==> config.mk <==
export PLATFORM = sky130hd
export DESIGN_NAME = reset_sequencer
export DESIGN_NICKNAME = d
export VERILOG_FILES = /design/src/rtl/reset_seq_pkg.sv /design/src/rtl/reset_sequencer.sv
export SDC_FILE = /design/constraint.sdc
export NUM_CORES = 1
export LEC_CHECK = 0
export CAP_MARGIN = 15
export CORE_UTILIZATION = 48
export DETAILED_ROUTE_END_ITERATION = 8
export PLACE_DENSITY = 0.84
export SLEW_MARGIN = 15
export SYNTH_ARGS = -nofsm -noshare
export SYNTH_HDL_FRONTEND = slang
export SYNTH_SLANG_ARGS = --single-unit
==> constraint.sdc <==
create_clock -name clk_i -period 2.07 [get_ports clk_i]
set_input_delay 0.5175 -clock clk_i [delete_from_list [all_inputs] [get_ports clk_i]]
set_output_delay 0.5175 -clock clk_i [all_outputs]
set_load 0.1 [all_outputs]
==> src/rtl/reset_seq_pkg.sv <==
// Shared state encoding and default timing constants for the AHB2APB reset sequencer.
package reset_seq_pkg;

  typedef enum logic [2:0] {IDLE, DRAIN, ASSERT, GAP, DONE} rst_state_e;

  localparam int unsigned DEF_NUM_REQ       = 3;
  localparam int unsigned DEF_ASSERT_CYCLES = 8;
  localparam int unsigned DEF_GAP_CYCLES    = 4;
  localparam int unsigned DEF_DRAIN_TIMEOUT = 16;

  function automatic int unsigned max3(input int unsigned a, input int unsigned b,
                                       input int unsigned c);
    int unsigned m;
    m = (a > b) ? a : b;
    return (m > c) ? m : c;
  endfunction

endpackage

==> src/rtl/reset_sequencer.sv <==
// Arbitrates reset requests, drains bus traffic, then releases the APB reset before the AHB reset.
module reset_sequencer
  import reset_seq_pkg::*;
#(
  parameter int unsigned NUM_REQ       = DEF_NUM_REQ,
  parameter int unsigned ASSERT_CYCLES = DEF_ASSERT_CYCLES,
  parameter int unsigned GAP_CYCLES    = DEF_GAP_CYCLES,
  parameter int unsigned DRAIN_TIMEOUT = DEF_DRAIN_TIMEOUT
) (
  input  logic               clk_i,
  input  logic               reset_i,
  input  logic [NUM_REQ-1:0] req_i,
  input  logic               bus_idle_i,
  output logic               hresetn_o,
  output logic               presetn_o,
  output logic               busy_o,
  output logic [NUM_REQ-1:0] ack_o,
  output logic [NUM_REQ-1:0] cause_o,
  output logic               timeout_flag_o
);

  localparam int unsigned CNT_W = $clog2(max3(ASSERT_CYCLES, GAP_CYCLES, DRAIN_TIMEOUT) + 1);

  localparam logic [CNT_W-1:0] ASSERT_LAST = CNT_W'(ASSERT_CYCLES - 1);
  localparam logic [CNT_W-1:0] GAP_LAST    = CNT_W'(GAP_CYCLES - 1);
  localparam logic [CNT_W-1:0] DRAIN_LAST  = CNT_W'(DRAIN_TIMEOUT - 1);

  rst_state_e         state_q, state_d;
  logic [CNT_W-1:0]   cnt_q, cnt_d;
  logic [NUM_REQ-1:0] pend_q, pend_d;
  logic [NUM_REQ-1:0] cause_q, cause_d;
  logic               timeout_q, timeout_d;

  // The counter is shared by every timed state and restarts on each state entry.
  always_comb begin
    state_d   = state_q;
    cnt_d     = cnt_q;
    pend_d    = pend_q;
    cause_d   = cause_q;
    timeout_d = timeout_q;
    case (state_q)
      IDLE: begin
        if (|req_i) begin
          pend_d    = req_i;
          cause_d   = req_i;
          timeout_d = 1'b0;
          cnt_d     = '0;
          state_d   = DRAIN;
        end
      end
      DRAIN: begin
        pend_d  = pend_q | req_i;
        cause_d = cause_q | req_i;
        if (bus_idle_i) begin
          cnt_d   = '0;
          state_d = ASSERT;
        end else if (cnt_q == DRAIN_LAST) begin
          timeout_d = 1'b1;
          cnt_d     = '0;
          state_d   = ASSERT;
        end else begin
          cnt_d = cnt_q + CNT_W'(1);
        end
      end
      ASSERT: begin
        if (cnt_q == ASSERT_LAST) begin
          cnt_d   = '0;
          state_d = GAP;
        end else begin
          cnt_d = cnt_q + CNT_W'(1);
        end
      end
      GAP: begin
        if (cnt_q == GAP_LAST) begin
          cnt_d   = '0;
          state_d = DONE;
        end else begin
          cnt_d = cnt_q + CNT_W'(1);
        end
      end
      DONE: begin
        pend_d  = '0;
        cnt_d   = '0;
        state_d = IDLE;
      end
      default: begin
        cnt_d   = '0;
        state_d = ASSERT;
      end
    endcase
  end

  // Power-on reset lands in ASSERT so the bridge sees a full ordered release.
  always_ff @(posedge clk_i) begin
    if (reset_i) begin
      state_q   <= ASSERT;
      cnt_q     <= '0;
      pend_q    <= '0;
      cause_q   <= '0;
      timeout_q <= 1'b0;
    end else begin
      state_q   <= state_d;
      cnt_q     <= cnt_d;
      pend_q    <= pend_d;
      cause_q   <= cause_d;
      timeout_q <= timeout_d;
    end
  end

  assign presetn_o      = (state_q != ASSERT);
  assign hresetn_o      = (state_q != ASSERT) && (state_q != GAP);
  assign busy_o         = (state_q != IDLE);
  assign ack_o          = (state_q == DONE) ? pend_q : '0;
  assign cause_o        = cause_q;
  assign timeout_flag_o = timeout_q;

endmodule

==> flow_metrics.py, run 1 <==
metrics = {
    "die": {
        "dieArea_mm2": 0.001759,
        "pin_count": 16,
        "fp.dieW_um": 41.94,
        "die_y_um": 41.94,
        "fp.coreArea_mm2": 0.001506,
        "rows": 14,
        "start_util_pct": 50.83,
    },
    "synth": {
        "synth_cell_types": 34,
        "syn_nets": 101,
        "synth_seq_cells": 15,
        "ys_seq_area_share_pct": 39.22,
        "syn_area_per_cell_um2": 8.323,
        "syn-cell-area_um2": 765.7,
        "yosysWarnings": 0,
        "synth_edf_count": 0,
        "async_flop_share_pct": 0,
        "synthFlopType": "dfxtp_1",
        "syn_inst": 92,
    },
    "job": {
        "max_cap_viol_count": 0,
    },
    "min_path": {
        "hold_depth": 2,
        "min_path_type": "register to register",
    },
    "grt": {
        "grt_start_max_net_pins": 15,
        "grt_pass1_wl_um": 3063,
        "grt_util_all_layers_pct": 22.60,
        "antenna_found_initial": 0,
        "grt_pass1_vias": 709,
        "overflow": 0,
    },
    "placed_design": {
        "place_area_um2": 989.7,
        "portBuffers": 15,
        "routabilityCongestion": 0.9365,
        "dp_hpwl_um": 1325,
        "pre_cts_slack_ns": 0.08397,
    },
    "pwr": {
        "seq_power_share_pct": 59.9,
        "power.switching_w": 0.0001106,
        "power_density_mw_per_mm2": 492.7,
        "p_clk_share_pct": 31.5,
        "p_sw_share_pct": 22.05,
        "p_int_w": 0.0003912,
        "comb_power_share_pct": 8.5,
        "leakagePower_nw": 0.4272,
        "ir_worst_vdd_v": 0.0004907,
    },
    "routing": {
        "met3RoutedLength_um": 148,
        "vias": 750,
        "vias_per_cell": 5.952,
        "finalWirelength_um": 1731,
        "route.detailed.drc": 0,
        "drt-wirelength-per-cell_um": 13.74,
        "wl_met1_um": 739,
        "routed.top_layer": "met4",
        "ant_nets": 0,
        "met2_length_um": 820,
        "drtPass1Iterations": 4,
        "drtIter0Drc": 31,
    },
    "cells_and_area": {
        "nets": 120,
        "regArea_um2": 300.3,
        "final_area_mm2": 0.001018,
        "final_layout_size_suffix_gt1_share_pct": 18.18,
        "syn_to_final_growth_pct": 33.01,
        "n_antenna_cell": 0,
        "multiInputGateArea_um2": 426.7,
        "num-fill-cells": 126,
    },
    "worst_setup_path": {
        "crit_fanout": 12,
        "r2r_slack_ns": 0.33,
        "cp.arrival_ns": 1.48,
        "critPathLaunchType": "register",
        "rr_worst_depth": 7,
        "worst-setup-path-type": "register to output port",
        "crit_path_end_kind": "output port",
        "cp.required_ns": 1.55,
    },
    "clocking": {
        "cts.sinks": 15,
        "htree_levels": 1,
        "cts_tree": "built",
        "insertion_delay_ns": 0.28,
        "cts_hold_buf": 0,
        "cts_root_buf": "clkbuf_4",
        "path_clk_slew_ns": 0.08,
        "cts_buffer_depth": 2,
        "numCtsBuffers": 3,
    },
    "sta": {
        "rsz0062_at_grt": "false",
        "max_freq_mhz": 500.9,
        "fin_crit_sh_pct": 96.44,
        "finalSetupViolCount": 0,
        "tns_ns": 0,
        "fin_crit_ns": 1.996,
        "final-hold-violation-count": 0,
        "clock-skew-final_ns": 0.003546,
        "timing.hold.ws_ns": 0.4649,
        "maxSlewViolCount": 0,
        "max_slew_margin_pct": 72.25,
        "setup_slack_ns": 0.07361,
        "worstMarginPinSlew_ns": 0.4157,
    },
    "status": {
        "status": "finished clean",
    },
}
==> power by group through the flow <==
stage	clock network [W]	logic, W	registers, W
3_3_place_gp	0	0.0000407	0.000307
2_1_floorplan	0	0.0000230	0.000306
4_1_cts	0.000164	0.0000431	0.000300
5_1_grt	0.000174	0.0000496	0.000302
6_report	0.000158	0.0000429	0.000301
3_5_place_dp	0	0.0000431	0.000307
==> stage by stage <==
stage | power [W] | std cells | util (%)
6_report | 0.0005018 | 126 | 67.61
5_1_grt | 0.0005258 | 126 | 67.61
4_1_cts | 0.0005071 | 126 | 67.44
3_5_place_dp | 0.0003504 | 122 | 65.70
3_3_place_gp | 0.0003478 | 122 | 65.70
2_1_floorplan | 0.0003290 | 92 | -
==> synth_stat cells, types with 2 or more instances <==
library cell | n | share of area (%)
dfxtp_1 | 15 | 39
a21oi_1 | 11 | 7.2
nor2_1 | 7 | 3.4
inv_1 | 5 | 2.5
nand2_1 | 5 | 2.5
nand2b_1 | 4 | 3.3
nor3_1 | 4 | 2.6
and3_1 | 3 | 2.5
buf_2 | 3 | 2.0
ha_1 | 3 | 4.9
a22oi_1 | 2 | 2.0
a311oi_1 | 2 | 2.3
and2_1 | 2 | 1.6
and2b_1 | 2 | 2.0
nand3_1 | 2 | 1.3
nor3b_1 | 2 | 2.0
o21ai_0 | 2 | 1.3
or2_1 | 2 | 1.6
==> cell type report <==
type                    count  share of cell area (%)
multi-input cells          67                   41.89
flip-flops and latches     15                   29.48
repair buffers             18                   21.87
clock buffers               4                   2.580
inverters                   6                   2.211
well taps                  16                   1.966
==> path summary, 6_finish.rpt <==
kind,from,to
worst max-delay path,state_q[2],presetn_o
worst min-delay path,cause_o[1],cause_o[1]
worst max register to register,cnt_q[0],cnt_q[0]
worst min register to register,cause_o[1],cause_o[1]
==> kinds of logic after synthesis <==
family | after synthesis | synth area share, %
fa+ha+maj | 3 | 4.902
xor+xnor | 2 | 2.288
buf+inv | 10 | 5.391
compound gates | 24 | 19.45
flops | 15 | 39.22
simple gates | 38 | 28.76
==> flip-flops by register name (all words and copies together), names as in the netlist <==
register and cells:
cause_o 3, pend_q 3, state_q 3, timeout_flag_o 1, cnt_q 5
==> layer usage <==
layer  GRT usage, %  vias up
li1               -      363
met1          30.25      345
met2          35.94       38
met3          5.652        4
met4          6.452        0
met5              0        -
==> what timing repair did <==
action / 4_1_cts / 5_1_grt
buffers inserted: 0 / 0
gates resized for setup: 0 / 1
setup endpoints to repair: 0 / 3
==> worst max-delay path, stage by stage (launching register included) <==
cell and delay [ns]:
dfxtp_1 0.58, and2b_1 0.30, nand2b_1 0.14, buf_12 0.18
==> cell usage in the layout, fill, tap and decap left out, drive strengths merged, types with 4 or more instances in the layout <==
cell type | synthesis | final
inv | 6 | 6
dfxtp | 15 | 15
a21oi | 11 | 11
nor2 | 7 | 7
clkbuf | 1 | 4
buf | 3 | 13
nor3 | 5 | 5
nand2 | 5 | 5
clkdlybuf4s50 | 0 | 5
nand2b | 4 | 4
(Power assumes the default switching activity.)
==> inputs of run 2 (changes only) <==
Settings changed: CORE_UTILIZATION 48 to 35, PLACE_DENSITY 0.84 to 0.66.
==> flow_metrics.py, run 2 (same netlist as run 1, synthesis figures left out) <==
metrics = {
    "sta": {
        "fin_crit_sh_pct": 94.94,
        "clock-skew-final_ns": 0.005142,
        "fin_crit_ns": 1.965,
        "maxSlewViolCount": 0,
        "worstMarginPinSlew_ns": 0.3687,
        "final-hold-violation-count": 0,
        "setup_slack_ns": 0.1048,
        "tns_ns": 0,
        "max_freq_mhz": 508.8,
        "rsz0062_at_grt": "false",
        "finalSetupViolCount": 0,
        "max_slew_margin_pct": 75.39,
        "timing.hold.ws_ns": 0.4679,
    },
    "clocking": {
        "cts_hold_buf": 0,
        "cts_setup_buffers": 0,
        "cts_resized": 0,
        "cts_buffer_depth": 2,
        "cts_root_buf": "clkbuf_4",
        "cts_tree": "built",
        "htree_levels": 1,
        "cts.sinks": 15,
        "insertion_delay_ns": 0.29,
        "path_clk_slew_ns": 0.09,
        "numCtsBuffers": 3,
    },
    "worst_setup_path": {
        "crit_fanout": 12,
        "cp.arrival_ns": 1.45,
        "crit_path_end_kind": "output port",
        "critPathLaunchType": "register",
        "worst-setup-path-type": "register to output port",
        "cp.required_ns": 1.55,
    },
    "pwr": {
        "leakagePower_nw": 0.4368,
        "power_density_mw_per_mm2": 491.6,
        "power_w": 0.0005148,
        "ir_worst_vdd_v": 0.0003946,
    },
    "cells_and_area": {
        "final_layout_size_suffix_gt1_share_pct": 19.64,
        "layout_common_cells": "dfxtp_1, a21oi_1, buf_4",
        "regMostFlops": "cnt_q",
        "final_common_cell": "dfxtp_1",
        "syn_to_final_growth_pct": 36.76,
        "largest_reg_flops": 5,
        "final_util_pct": 52.31,
        "n_antenna_cell": 0,
        "nets": 122,
    },
    "placed_design": {
        "pre_cts_slack_ns": 0.1538,
        "portBuffers": 15,
        "routabilityCongestion": 0.7685,
        "dp_hpwl_um": 1282,
    },
    "min_path": {
        "min_path_type": "register to register",
    },
    "routing": {
        "ant_nets": 0,
        "drtPass1Iterations": 4,
        "drtIter0Drc": 7,
        "met2_length_um": 806,
        "vias_per_cell": 5.259,
        "wl_met1_um": 828,
        "met3RoutedLength_um": 57,
        "vias": 731,
        "route.detailed.drc": 0,
        "finalWirelength_um": 1721,
        "drt-wirelength-per-cell_um": 12.38,
        "routed.top_layer": "met4",
    },
    "die": {
        "die_y_um": 48.78,
        "fp.dieW_um": 48.78,
        "rows": 16,
        "start_util_pct": 38.25,
        "fp.coreArea_mm2": 0.002002,
        "pin_count": 16,
        "dieArea_mm2": 0.002379,
    },
    "grt": {
        "overflow": 0,
        "grt_util_all_layers_pct": 16.04,
        "antenna_found_initial": 0,
        "grt_start_max_net_pins": 15,
        "grt_pass1_wl_um": 2918,
        "grt_pass1_vias": 671,
    },
    "job": {
        "max_cap_viol_count": 0,
    },
    "status": {
        "status": "finished clean",
    },
}
-- run 2: worst paths after layout --
check                           startpoint         end  slack (ns)  cells after the start
worst max-delay path            state_q[2]   presetn_o        0.10                      3
worst min register to register  cause_o[1]  cause_o[1]        0.47                      2
worst max register to register    cnt_q[0]  state_q[2]        0.34                      7
worst min-delay path            cause_o[1]  cause_o[1]        0.47                      2
-- run 2: layout make-up --
cell class,instances,area [um2]
fillers,191,954.7
multi-input cells,67,426.7
flip-flops and latches,15,300.3
repair buffers,20,237.7
well taps,27,33.78
clock buffers,4,26.28
inverters,6,22.52
-- run 2: routing by layer --
metal  global-route usage, %  vias to the layer above
met4                   7.843                        0
met2                   25.93                       17
met5                       0                        -
li1                        -                      365
met3                   4.673                        4
met1                   19.38                      345
-- run 2: worst max-delay path, stage by stage, from the launching register on --
cell and delay (ns):
dfxtp_1 0.55, and2b_1 0.29, nand2b_1 0.14, buf_12 0.18
-- run 2: metrics by stage --
stage	area, um2	cells
2_1_floorplan	765.7	92
6_report	1047	139
4_1_cts	1045	139
5_1_grt	1047	139
3_5_place_dp	1018	135
3_3_place_gp	1018	135
-- run 2: where the power goes --
| group | leakage, nW | switching (W) | total, W | internal (W) |
|---|---|---|---|---|
| Combinational | 0.300 | 0.0000213 | 0.0000460 | 0.0000248 |
| Sequential | 0.121 | 0.00000635 | 0.000301 | 0.000294 |
| Clock | 0.0150 | 0.0000932 | 0.000168 | 0.0000750 |
| Total | 0.437 | 0.000121 | 0.000515 | 0.000394 |
==> inputs of run 3 (changes only) <==
Settings changed: CORE_UTILIZATION 35 to 40, PLACE_DENSITY 0.66 to 0.73.
==> flow_metrics.py, run 3 (same netlist as run 1, synthesis figures left out) <==
metrics = {
    "cells_and_area": {
        "final_layout_size_suffix_gt1_share_pct": 18.18,
        "final_util_pct": 58.37,
        "largest_reg_flops": 5,
        "syn_to_final_growth_pct": 34.48,
        "final_common_cell": "dfxtp_1",
        "final_area_mm2": 0.001030,
        "regMostFlops": "cnt_q",
        "nets": 120,
        "n_antenna_cell": 0,
        "layout_common_cells": "dfxtp_1, a21oi_1, buf_4",
    },
    "worst_setup_path": {
        "worstPathCellList": "and2b_1 > nand2b_1 > buf_12",
        "crit_family": "flip-flops",
        "max_stage_delay_ns": 0.56,
        "critPathLaunchType": "register",
        "cp.arrival_ns": 1.44,
        "slowest_stage": "dfxtp_1",
        "crit_fanout": 12,
        "worst-setup-path-type": "register to output port",
        "cp.required_ns": 1.55,
        "crit_path_end_kind": "output port",
        "path_buf_inv": 1,
    },
    "sta": {
        "max_freq_mhz": 511.4,
        "maxSlewViolCount": 0,
        "clock-skew-final_ns": 0.003121,
        "final-hold-violation-count": 0,
        "timing.hold.ws_ns": 0.4592,
        "finalSetupViolCount": 0,
        "worstMarginPinSlew_ns": 0.3828,
        "tns_ns": 0,
        "rsz0062_at_grt": "false",
        "max_slew_margin_pct": 74.45,
        "fin_crit_sh_pct": 94.46,
        "fin_crit_ns": 1.955,
    },
    "routing": {
        "vias": 731,
        "finalWirelength_um": 1693,
        "drtIter0Drc": 12,
        "route.detailed.drc": 0,
        "drtPass1Iterations": 4,
        "ant_nets": 0,
        "vias_per_cell": 5.415,
        "drt-wirelength-per-cell_um": 12.54,
    },
    "pwr": {
        "power.switching_w": 0.0001174,
        "seq_power_share_pct": 59.1,
        "p_sw_share_pct": 23.09,
        "p_int_w": 0.0003913,
        "power_density_mw_per_mm2": 494.0,
        "p_clk_share_pct": 32.5,
        "comb_power_share_pct": 8.4,
        "leakagePower_nw": 0.4272,
        "ir_worst_vdd_v": 0.0003693,
    },
    "die": {
        "rows": 15,
        "pin_count": 16,
        "start_util_pct": 43.40,
        "fp.dieW_um": 45.76,
        "dieArea_mm2": 0.002094,
        "fp.coreArea_mm2": 0.001764,
        "die_y_um": 45.76,
    },
    "min_path": {
        "min_path_type": "register to register",
    },
    "clocking": {
        "insertion_delay_ns": 0.28,
        "path_clk_slew_ns": 0.09,
        "cts.sinks": 15,
        "htree_levels": 1,
        "cts_buffer_depth": 2,
        "cts_root_buf": "clkbuf_4",
        "cts_hold_buf": 0,
        "cts_tree": "built",
        "numCtsBuffers": 3,
    },
    "grt": {
        "antenna_found_initial": 0,
        "grt_pass1_vias": 623,
        "overflow": 0,
        "grt_util_all_layers_pct": 18.36,
        "grt_pass1_wl_um": 2760,
        "grt_start_max_net_pins": 15,
    },
    "status": {
        "status": "finished clean",
    },
    "placed_design": {
        "routabilityCongestion": 0.8157,
        "dp_hpwl_um": 1278,
        "portBuffers": 15,
        "place_area_mm2": 0.001001,
    },
    "job": {
        "max_cap_viol_count": 0,
    },
}
[run 3: cell count changes in the layout (fill, tap and decap cells not counted)]
cell	before	now
buf_4	9	7
[run 3: power by group through the flow]
stage                     logic [W]  clock network [W]  registers (W)
after global placement    0.0000412                  0       0.000307
after global routing      0.0000461           0.000182       0.000301
final                     0.0000429           0.000165       0.000301
after floorplan           0.0000230                  0       0.000306
after CTS                 0.0000427           0.000169       0.000300
after detailed placement  0.0000422                  0       0.000307
[run 3: cell type report]
type	count	area (um2)
clock buffers	4	26.28
flip-flops and latches	15	300.3
fillers	173	734.5
well taps	25	31.28
multi-input cells	67	426.7
inverters	6	22.52
repair buffers	18	222.7
[run 3: timing repair]
item                                   CTS  global route
setup endpoints to repair                0             3
gates resized for setup                  0             1
endpoints found under the hold margin    0             0
buffers inserted                         0             0
[run 3: stage by stage]
step | cells | power (W) | setup WS [ns]
after floorplan | 92 | 0.0003290 | 0.03772
after global placement | 131 | 0.0003483 | 0.1189
after detailed placement | 131 | 0.0003493 | 0.06785
after CTS | 135 | 0.0005118 | 0.03972
after global routing | 135 | 0.0005300 | 0.02644
final | 135 | 0.0005087 | 0.1148
[run 3: worst register-to-register path, stage by stage, from the launching register on]
cell and delay (ns):
dfxtp_1 0.39, ha_1 0.22, nand3_1 0.13, inv_1 0.08, ha_1 0.16, and2b_1 0.25, or2_1 0.25, o21a_1 0.17
[run 3: final timing paths]
kind	from	to	slack, ns	cells after the start
worst max-delay path	state_q[2]	presetn_o	0.11	3
worst min-delay path	cause_o[1]	cause_o[1]	0.46	2
worst max register to register	cnt_q[0]	cnt_q[0]	0.32	7
worst min register to register	cause_o[1]	cause_o[1]	0.46	2
[run 3: routing by layer]
layer / part of all wire, % / global-route usage [%] / vias to the layer above / wire length (um)
met4: 0.83 / 7.059 / 0 / 14
met1: 48 / 25.42 / 346 / 807
met5: 0 / 0 / - / 0
met2: 49 / 28.00 / 21 / 827
li1: - / - / 362 / -
met3: 2.6 / 3.571 / 2 / 44
